===== src/rtl/gpio_exp_pkg.sv =====
// Shared types and constants for the GPIO expander SPI front end.
// Latency: n/a (declarations only).
// Backpressure: n/a.
package gpio_exp_pkg;

    typedef enum logic [2:0] {
        ST_IDLE,
        ST_CMD,
        ST_WDATA,
        ST_APB_SETUP,
        ST_APB_ACCESS,
        ST_TURN,
        ST_RDATA,
        ST_DONE
    } state_e;

    // Command byte field positions
    localparam int CMD_W_BIT   = 7;
    localparam int CMD_BANK_HI = 6;
    localparam int CMD_BANK_LO = 5;
    localparam int CMD_ADDR_HI = 4;
    localparam int CMD_ADDR_LO = 2;

    localparam logic [1:0] BANK_NONE   = 2'd0;
    localparam logic [7:0] RD_ERR_DATA = 8'hFF;
    localparam logic [7:0] DUMMY_DATA  = 8'h00;

endpackage


===== src/rtl/spi_sync_edge.sv =====
// Two-flop synchroniser for an asynchronous pin plus single-cycle rise/fall strobes.
// Latency: sync_o lags the pin by 2-3 pclk; strobes coincide with the sync_o change.
// Backpressure: none, free-running.
module spi_sync_edge #(
    parameter logic RST_VAL = 1'b0
) (
    input  logic pclk,
    input  logic presetn,
    input  logic din_i,
    output logic sync_o,
    output logic rise_o,
    output logic fall_o
);

    logic meta_q;
    logic sync_q;
    logic prev_q;

    // Metastability chain followed by one delay stage for edge detection
    always_ff @(posedge pclk or negedge presetn) begin
        if (!presetn) begin
            meta_q <= RST_VAL;
            sync_q <= RST_VAL;
            prev_q <= RST_VAL;
        end else begin
            meta_q <= din_i;
            sync_q <= meta_q;
            prev_q <= sync_q;
        end
    end

    assign sync_o = sync_q;
    assign rise_o = sync_q & ~prev_q;
    assign fall_o = ~sync_q & prev_q;

endmodule


===== src/rtl/spi_apb_bridge.sv =====
// SPI-slave (mode 0, MSB first) to APB-master bridge: one APB transfer per frame.
// Latency: APB setup 1 pclk after the byte-completing sclk strobe; access 1..TIMEOUT pclk.
// Backpressure: waits on pready up to TIMEOUT access cycles, then aborts with apb_err and 0xFF.
module spi_apb_bridge
    import gpio_exp_pkg::*;
#(
    parameter int TIMEOUT = 16
) (
    input  logic       pclk,
    input  logic       presetn,
    input  logic       sclk,
    input  logic       cs_n,
    input  logic       mosi,
    output logic       miso,
    output logic       miso_oe,
    output logic [2:0] paddr,
    output logic       pwrite,
    output logic [1:0] pselx,
    output logic       penable,
    output logic [7:0] pwdata,
    input  logic [7:0] prdata,
    input  logic       pready,
    output logic       apb_err
);

    localparam int TW = $clog2(TIMEOUT + 1);

    logic sclk_s, sclk_rise, sclk_fall;
    logic cs_s, cs_rise, cs_fall;
    logic mosi_s, mosi_rise, mosi_fall;
    logic unused_sync;

    // cs_n chain resets low so a frame already in progress at reset release
    // produces no falling edge until the pin has gone high first.
    spi_sync_edge #(.RST_VAL(1'b0)) u_sync_sclk (
        .pclk(pclk), .presetn(presetn), .din_i(sclk),
        .sync_o(sclk_s), .rise_o(sclk_rise), .fall_o(sclk_fall));
    spi_sync_edge #(.RST_VAL(1'b0)) u_sync_cs (
        .pclk(pclk), .presetn(presetn), .din_i(cs_n),
        .sync_o(cs_s), .rise_o(cs_rise), .fall_o(cs_fall));
    spi_sync_edge #(.RST_VAL(1'b0)) u_sync_mosi (
        .pclk(pclk), .presetn(presetn), .din_i(mosi),
        .sync_o(mosi_s), .rise_o(mosi_rise), .fall_o(mosi_fall));

    assign unused_sync = ^{sclk_s, cs_rise, mosi_rise, mosi_fall};

    state_e         state_q, state_d;
    logic [6:0]     shin_q, shin_d;
    logic [7:0]     shin_next;
    logic [7:0]     shout_q, shout_d;
    logic [7:0]     rdata_q, rdata_d;
    logic [2:0]     bit_cnt_q, bit_cnt_d;
    logic [TW-1:0]  tout_q, tout_d;
    logic [1:0]     bank_q, bank_d;
    logic [2:0]     addr_q, addr_d;
    logic           dummy_done_q, dummy_done_d;
    logic           abort_q, abort_d;
    logic           armed_q;
    logic [1:0]     pselx_q, pselx_d;
    logic [2:0]     paddr_q, paddr_d;
    logic           pwrite_q, pwrite_d;
    logic           penable_q, penable_d;
    logic [7:0]     pwdata_q, pwdata_d;
    logic           miso_q, miso_d;
    logic           apb_err_q, apb_err_d;
    logic           byte_done;
    logic           apb_done;

    assign shin_next = {shin_q, mosi_s};
    assign byte_done = sclk_rise && (bit_cnt_q == 3'd7);

    // State register
    always_ff @(posedge pclk or negedge presetn) begin
        if (!presetn) state_q <= ST_IDLE;
        else          state_q <= state_d;
    end

    // Datapath and registered APB/SPI outputs
    always_ff @(posedge pclk or negedge presetn) begin
        if (!presetn) begin
            shin_q       <= '0;
            shout_q      <= '0;
            rdata_q      <= '0;
            bit_cnt_q    <= '0;
            tout_q       <= '0;
            bank_q       <= '0;
            addr_q       <= '0;
            dummy_done_q <= 1'b0;
            abort_q      <= 1'b0;
            pselx_q      <= '0;
            paddr_q      <= '0;
            pwrite_q     <= 1'b0;
            penable_q    <= 1'b0;
            pwdata_q     <= '0;
            miso_q       <= 1'b0;
            apb_err_q    <= 1'b0;
        end else begin
            shin_q       <= shin_d;
            shout_q      <= shout_d;
            rdata_q      <= rdata_d;
            bit_cnt_q    <= bit_cnt_d;
            tout_q       <= tout_d;
            bank_q       <= bank_d;
            addr_q       <= addr_d;
            dummy_done_q <= dummy_done_d;
            abort_q      <= abort_d;
            pselx_q      <= pselx_d;
            paddr_q      <= paddr_d;
            pwrite_q     <= pwrite_d;
            penable_q    <= penable_d;
            pwdata_q     <= pwdata_d;
            miso_q       <= miso_d;
            apb_err_q    <= apb_err_d;
        end
    end

    // MISO enable only once cs_n has been seen high since reset
    always_ff @(posedge pclk or negedge presetn) begin
        if (!presetn)  armed_q <= 1'b0;
        else if (cs_s) armed_q <= 1'b1;
    end

    // Frame sequencing, bit counting and APB handshake
    always_comb begin
        state_d      = state_q;
        shin_d       = shin_q;
        shout_d      = shout_q;
        rdata_d      = rdata_q;
        bit_cnt_d    = bit_cnt_q;
        tout_d       = tout_q;
        bank_d       = bank_q;
        addr_d       = addr_q;
        dummy_done_d = dummy_done_q;
        abort_d      = abort_q;
        pselx_d      = pselx_q;
        paddr_d      = paddr_q;
        pwrite_d     = pwrite_q;
        penable_d    = penable_q;
        pwdata_d     = pwdata_q;
        miso_d       = miso_q;
        apb_err_d    = 1'b0;
        apb_done     = 1'b0;

        // The bit counter keeps running through the APB phases so the dummy byte is tracked
        if (sclk_rise && state_q != ST_IDLE && state_q != ST_DONE) begin
            shin_d    = shin_next[6:0];
            bit_cnt_d = bit_cnt_q + 3'd1;
        end
        if (byte_done && (state_q == ST_APB_SETUP || state_q == ST_APB_ACCESS || state_q == ST_TURN))
            dummy_done_d = 1'b1;

        case (state_q)
            ST_IDLE: begin
                miso_d = 1'b0;
                if (cs_fall) begin
                    state_d      = ST_CMD;
                    bit_cnt_d    = 3'd0;
                    dummy_done_d = 1'b0;
                    abort_d      = 1'b0;
                end
            end
            ST_CMD: begin
                if (cs_s) begin
                    state_d = ST_IDLE;
                end else if (byte_done) begin
                    bank_d = shin_next[CMD_BANK_HI:CMD_BANK_LO];
                    addr_d = shin_next[CMD_ADDR_HI:CMD_ADDR_LO];
                    if (shin_next[CMD_W_BIT]) begin
                        state_d = ST_WDATA;
                    end else if (shin_next[CMD_BANK_HI:CMD_BANK_LO] != BANK_NONE) begin
                        state_d  = ST_APB_SETUP;
                        pselx_d  = shin_next[CMD_BANK_HI:CMD_BANK_LO];
                        paddr_d  = shin_next[CMD_ADDR_HI:CMD_ADDR_LO];
                        pwrite_d = 1'b0;
                    end else begin
                        state_d = ST_TURN;
                        rdata_d = 8'h00;
                    end
                end
            end
            ST_WDATA: begin
                if (cs_s) begin
                    state_d = ST_IDLE;
                end else if (byte_done) begin
                    if (bank_q != BANK_NONE) begin
                        state_d  = ST_APB_SETUP;
                        pselx_d  = bank_q;
                        paddr_d  = addr_q;
                        pwrite_d = 1'b1;
                        pwdata_d = shin_next;
                    end else begin
                        state_d = ST_DONE;
                    end
                end
            end
            ST_APB_SETUP: begin
                if (cs_s) abort_d = 1'b1;
                penable_d = 1'b1;
                tout_d    = '0;
                state_d   = ST_APB_ACCESS;
            end
            ST_APB_ACCESS: begin
                if (cs_s) abort_d = 1'b1;
                if (pready) begin
                    apb_done = 1'b1;
                    if (!pwrite_q) rdata_d = prdata;
                end else if (tout_q == TW'(TIMEOUT - 1)) begin
                    apb_done  = 1'b1;
                    apb_err_d = 1'b1;
                    rdata_d   = RD_ERR_DATA;
                end else begin
                    tout_d = tout_q + TW'(1);
                end
                if (apb_done) begin
                    pselx_d   = '0;
                    paddr_d   = '0;
                    pwrite_d  = 1'b0;
                    pwdata_d  = '0;
                    penable_d = 1'b0;
                    if (abort_q || cs_s) state_d = ST_IDLE;
                    else if (pwrite_q)   state_d = ST_DONE;
                    else                 state_d = ST_TURN;
                end
            end
            ST_TURN: begin
                if (cs_s) begin
                    state_d = ST_IDLE;
                end else if (dummy_done_q && sclk_fall) begin
                    miso_d  = rdata_q[7];
                    shout_d = {rdata_q[6:0], 1'b0};
                    state_d = ST_RDATA;
                end
            end
            ST_RDATA: begin
                if (cs_s) begin
                    state_d = ST_IDLE;
                    miso_d  = 1'b0;
                end else if (byte_done) begin
                    state_d = ST_DONE;
                    miso_d  = 1'b0;
                end else if (sclk_fall) begin
                    miso_d  = shout_q[7];
                    shout_d = {shout_q[6:0], 1'b0};
                end
            end
            ST_DONE: begin
                miso_d = 1'b0;
                if (cs_s) state_d = ST_IDLE;
            end
            default: state_d = ST_IDLE;
        endcase
    end

    assign miso    = miso_q;
    assign miso_oe = armed_q & ~cs_s;
    assign paddr   = paddr_q;
    assign pwrite  = pwrite_q;
    assign pselx   = pselx_q;
    assign penable = penable_q;
    assign pwdata  = pwdata_q;
    assign apb_err = apb_err_q;

endmodule


===== config.mk =====
export PLATFORM = sky130hd
export DESIGN_NAME = spi_apb_bridge
export DESIGN_NICKNAME = d
export VERILOG_FILES = /design/src/rtl/gpio_exp_pkg.sv /design/src/rtl/spi_sync_edge.sv /design/src/rtl/spi_apb_bridge.sv
export SDC_FILE = /design/constraint.sdc
export NUM_CORES = 1
export LEC_CHECK = 0
export ABC_CLOCK_PERIOD_IN_PS = 2800
export CORE_UTILIZATION = 33
export CTS_CLUSTER_DIAMETER = 100
export DETAILED_ROUTE_END_ITERATION = 8
export SETUP_SLACK_MARGIN = 0.02
export SYNTH_ARGS = -nofsm -noshare
export SYNTH_HDL_FRONTEND = slang
export SYNTH_SLANG_ARGS = --single-unit

===== constraint.sdc =====
create_clock -name pclk -period 2.8 [get_ports pclk]
set_clock_uncertainty 0.05 [all_clocks]
set_input_delay 0.56 -clock pclk [delete_from_list [all_inputs] [get_ports pclk]]
set_output_delay 0.56 -clock pclk [all_outputs]
set_load 0.02 [all_outputs]

* Word level (Yosys, flattened, before mapping)
Index checks and enable logic that the tools add are counted.
** Word-level totals
- Logic and storage cells :: 189
- Bits in registers :: 67
- Output and inout bits :: 18
- Input bits :: 14
** Cells by class
- Add/subtract/negate cells :: 2
- Muxes and demuxes :: 87
- Eq/ne operators :: 36
- Bitwise gates (word level) :: 7
- Reductions and logical operators :: 31
** Operator list (number)
- $mux W8 :: 16
- $mux W3 :: 26
- $pmux W8 S2 :: 3
- $ne A2 B2 Y1 const B :: 15
- $pmux W3 S8 :: 1
- $mux W1 :: 23
- $mux W2 :: 9
- $eq A3 B3 Y1 const B :: 5
- $reduce_and A7 Y1 :: 2
- $reduce_bool A2 Y1 :: 7
- $ne A3 B2 Y1 const B :: 4
- $mux W5 :: 2
- $pmux W5 S2 :: 1
- $pmux W3 S3 :: 1
- $reduce_and A3 Y1 :: 3
- $reduce_and A9 Y1 :: 1
- $reduce_bool A3 Y1 :: 3
- $ne A2 B1 Y1 const B :: 4
- $eq A3 B2 Y1 const B :: 2
- $ne A3 B3 Y1 const B :: 2
- $pmux W1 S3 :: 2
- $pmux W2 S3 :: 1
- $reduce_and A6 Y1 :: 1
- $add A5 B1 Y5 const B :: 1
- 15 further kinds :: 28

* Longest topological paths before layout
- Depth in word-level cells :: 7
- Depth in mapped cells :: 7
- Depth with buffers taken out :: 7

* By module
From an unflattened synthesis, not the netlist that was laid out.
** Unflattened totals
- Cell total of the unflattened synthesis :: 300
- Area total of the unflattened synthesis :: 3337.0 µm²
** Modules (own cells, without submodules)
- spi_apb_bridge :: sequential area each 1451.4 µm², cells an instance 285, instances 1, area each 3066.7 µm²
- spi_sync_edge :: sequential area each 75.1 µm², cells an instance 5, instances 3, area each 90.1 µm²

* Worst setup path after synthesis
Ideal clock, no wire load.
- Path kind :: flip-flop to flip-flop
- Start point :: reg tout_q[0]
- End point :: reg paddr_q[0] (netlist: paddr[0])
- Stages on the path, launching flop included :: 8
- Clock period less this slack :: 1965 ps
- Arrival :: 1790 ps
- Data required time :: 2625 ps
- Setup time :: 125 ps
- Slack :: 835 ps
- Buffers on the path :: 0
- Cell sequence :: dfrtp_1 > ha_1 > and3_1 > ha_1 > nor2_1 > nand2_2 > nand4_4 > mux2_4
** Between the ends
- Word-level cells in the longest chain between the ends :: 6
** Ends and longest elaborated chain
- from (decl) :: line spi_apb_bridge.sv:53 : logic [TW-1:0] tout_q, tout_d;
- from (signal assigned) :: line spi_apb_bridge.sv:102 : tout_q <= tout_d;
- $eq A5 B4 Y1 :: line spi_apb_bridge.sv:207 : end else if (tout_q == TW'(TIMEOUT - 1)) begin
- $mux W1 :: line spi_apb_bridge.sv:207
- $mux W1 :: line spi_apb_bridge.sv:204 : if (pready) begin
- $mux W1 :: line spi_apb_bridge.sv:152 : case (state_q)
- $ne A2 B1 Y1 (no source line)
- $reduce_and A9 Y1 (no source line)
- to (signal assigned) :: line spi_apb_bridge.sv:108 : paddr_q <= paddr_d;
- to (decl) :: line spi_apb_bridge.sv:60 : logic [2:0] paddr_q, paddr_d;
Every way passes these cells. The select of a mux whose other input is x is not followed.
A chain may end at the register's enable or synchronous reset.

* Final worst setup path
- Start point :: reg u_sync_cs.sync_q (netlist: u_sync_cs.sync_o)
- End point :: out miso_oe
** Between the ends
- Word-level cells in the longest chain between the ends :: 2
** Ends and longest elaborated chain
- from (decl) :: line spi_sync_edge.sv:16 : logic sync_q;
- from (signal assigned) :: line spi_sync_edge.sv:27 : sync_q <= meta_q;
- $not A1 Y1 (no source line)
- $and A1 B1 Y1 :: line spi_apb_bridge.sv:255 : assign miso_oe = armed_q & ~cs_s;
- to (decl) :: line spi_apb_bridge.sv:15 : output logic miso_oe,
Every way passes these cells.

==> summary.md <==
| Metric | Value |
|---|---|
| Port Buf Inserts | `31` |
| First-pass GRT wire length | `11100 um` |
| Sum Neg Setup Slack | `0 ps` |
| Die X | `99.2 um` |
| FFs w/ async S/R, synth | `100%` |
| Buf/Inv on CP | `1` |
| Largest net degree at the start of global routing | `67` |
| Met1 Wirelength | `3140 um` |
| # H-tree levels | `3` |
| Top routing layer in use | `met4` |
| Number of enable flip-flop cells after synthesis | `0` |
| Pwr per Cell Area | `933 nW/um2` |
| Reg-to-reg startpoint | `tout_q[0]$_DFFE_PN0P_` |
| Critical-path maximum fanout | `17` |
| Die H | `between 90 and 100 um` |
| CP top delay family | `buffers and inverters` |
| Period minus WS final | `2340 ps` |
| Grt total ovfl | `0` |
| Hpwl dp | `approximately 4400 um` |
| Clk Latency, worst-skew pair | `340 ps` |
| GP Congestion | `0.862` |
| F_max | `around 430 MHz` |
| Initial Util | `33.9%` |
| Final net count | `around 330` |
| Post-Syn Area per Cell | `around 12 um2` |
| Synth Flop Type | `dfrtp_1` |
| Min-delay src | `u_sync_cs.meta_q$_DFF_PN0_` |
| Reg clk slew, reported paths | `70 ps` |
| Syn Std Cell Area | `3120 um2` |
| DRC | `0` |
| Hold Buf Count CTS | `0` |
| Cells after Synth | `roughly 270` |
| Worst Path Arrival | `roughly 1700 ps` |
| Syn-to-layout area delta | `21.8%` |
| Average vias per placed instance | `5.17` |
| TritonCTS clock tree | `yes` |
| Vias in the first global route | `2247` |
| WL/cell | `about 15 um` |
| Pre-antenna DRT Iters | `4` |
| Worst r2r path cells | `7` |
| Seq/Total Area, Yosys | `about 53%` |
| Finish-stage setup viols | `0` |
| Seq cells post-synth | `66` |
| Vias | `2194` |
| Ordered cell list for the critical path | `nor2b_1 > clkdlybuf4s50_1` |
| Worst Setup Start Kind | `flip-flop` |
| Post-CTS Setup Inserts | `0` |
| Highest-count cells in the layout ignoring fill and taps | `dfrtp_1 (66), clkdlybuf4s50_1 (30), o21ai_0 (21)` |
| Leakage | `0.00172 uW` |
| WL met2 | `between 2000 and 3000 um` |
| Antenna Nets Post-Route | `0` |
| Register-to-Register Setup Slack | `560 ps` |
| Root buffer cell | `clkbuf_8` |
| Critical-path top delay cell | `clkdlybuf4s50_1` |
| RSZ-0062 raised after global routing | `no` |
| Count of final hold-check violations | `0` |
| Die area | `9840 um2` |
| DRT iter0 DRCs | `163` |
| CTS resizes | `0` |
| CTS Buf Count | `9` |
| Total of max-cap violations | `0` |
| Routed wl met3 | `213 um` |
| Slew margin rel. | `roughly 44%` |
| Actual slew at the worst max-slew pin | `841 ps` |
| Fin Hold WS | `~300 ps` |
| Crit. End Element | `output port` |
| Fin. max-slew vios | `0` |
| VDD IR max | `roughly 0.26 mV` |
| Max incr delay on CP | `620 ps` |
| Sink Count | `66` |
| Initial antenna violation count | `0` |
| Finished Core Util | `41.3%` |
| # diodes | `0` |
| Tot GR Track Use | `14.6%` |
| Post-Route WL | `6430 um` |
| Period Utilization, post-route | `between 80% and 90%` |
| # fillers | `881` |
| Syn_nets | `289` |
| CORE AREA | `9200 um2` |
| Crit Path Class | `reg -> out` |
| Worst EP required | `2190 ps` |
| YS warnings | `0` |
| Row cnt | `35` |
| Worst Hold Path EP | `u_sync_cs.sync_o$_DFF_PN0_` |
| Yosys cell types | `61` |
| Layout cell share with drive strength beyond 1 | `13.7%` |
| Io pins | `32` |
| Hold depth | `0` |
| Status | `finished, final reports clean` |
| Crit Reg-Reg Endpoint | `state_q[2]$_DFFE_PN0P_` |
| Commonest non-fill, non-tap cell in the layout | `dfrtp_1` |
| Worst min path class | `reg -> reg` |
| CTS max path bufs | `2` |
## cell families (layout without fill, tap and decap cells)
family                     Yosys count  in the layout  share of synthesized area (%)
xor gates and xnor gates             4              4                           1.12
adders and majority gates            4              4                           1.61
buffers and inverters               28             70                           3.97
DFF                                 66             66                           53.0
AOI/OAI and AO/OA                   63             63                           14.1
and+or+nand+nor                     71             71                           14.0
muxes                               35             35                           12.2
## sequential cells by signal, summed over array words and instances (netlist names), 2 cells and up
register and flops:
paddr 3, addr_q 3, shin_q 7, tout_q 5, rdata_q 8, bit_cnt_q 3
bank_q 2, state_q 3, pselx 2, pwdata 8, shout_q 7
## stage by stage
stage | total power (uW) | worst slack, ps | std cells | cell area [um2]
2_1_floorplan | 2230 | 835 | 271 | 3120
3_3_place_gp | 2540 | 542 | 408 | 3550
5_1_grt | 3780 | 390 | 424 | 3800
3_5_place_dp | 2580 | 518 | 408 | 3550
4_1_cts | 3580 | 436 | 424 | 3800
6_report | 3550 | 458 | 424 | 3800
## synth_stat cells, types with 2 or more instances
master	n	area, um2
dfrtp_1	66	1650
o21ai_1	6	30.0
a22oi_1	2	15.0
buf_2	3	15.0
nand2b_1	6	37.5
and3_1	4	25.0
a21oi_1	4	20.0
ha_1	4	50.1
nand2_1	13	48.8
inv_1	17	63.8
clkbuf_1	4	15.0
a22o_1	11	96.3
mux2i_1	19	190
o21ai_0	21	105
buf_4	2	15.0
nor4bb_1	2	20.0
mux2_2	5	56.3
mux2_4	3	45.0
nor2_1	12	45.0
nor3_1	3	15.0
nand3_1	11	55.1
mux2_1	8	90.1
xor2_1	4	35.0
nor2b_1	4	25.0
## layer usage
metal | track usage, % | vias up
met3 | 3.37 | 8
met4 | 6.90 | 0
li1 | - | 1052
met5 | 0 | -
met2 | 21.6 | 44
met1 | 20.1 | 1090
## cell type report
type	count	area, um2	share of cell area [%]
clock inverters	6	114	3.00
inverters	17	63.8	1.68
repair buffers	37	350	9.22
flip-flops and latches	66	1650	43.5
clock buffers	10	138	3.62
well taps	111	139	3.66
multi-input cells	177	1340	35.3
## how the worst max path moves through the flow
stage,start,to,slack [ps],cells past startpoint
2_1_floorplan,tout_q[0]$_DFFE_PN0P_,paddr[0]$_DFFE_PN0P_,830,7
3_3_place_gp,pready,state_q[2]$_DFFE_PN0P_,540,5
3_5_place_dp,pready,rdata_q[7]$_DFFE_PN0P_,520,5
4_1_cts,u_sync_cs.sync_o$_DFF_PN0_,miso_oe,440,2
5_1_grt,u_sync_cs.sync_o$_DFF_PN0_,miso_oe,390,2
6_report,u_sync_cs.sync_o$_DFF_PN0_,miso_oe,460,2
## where the power goes
group	total, uW	switching (uW)	internal (uW)
Sequential	1450	270	1180
Clock	1000	383	617
Combinational	1090	551	542
Total	3550	1200	2340
Note: power is estimated with default switching activity, not from simulation.
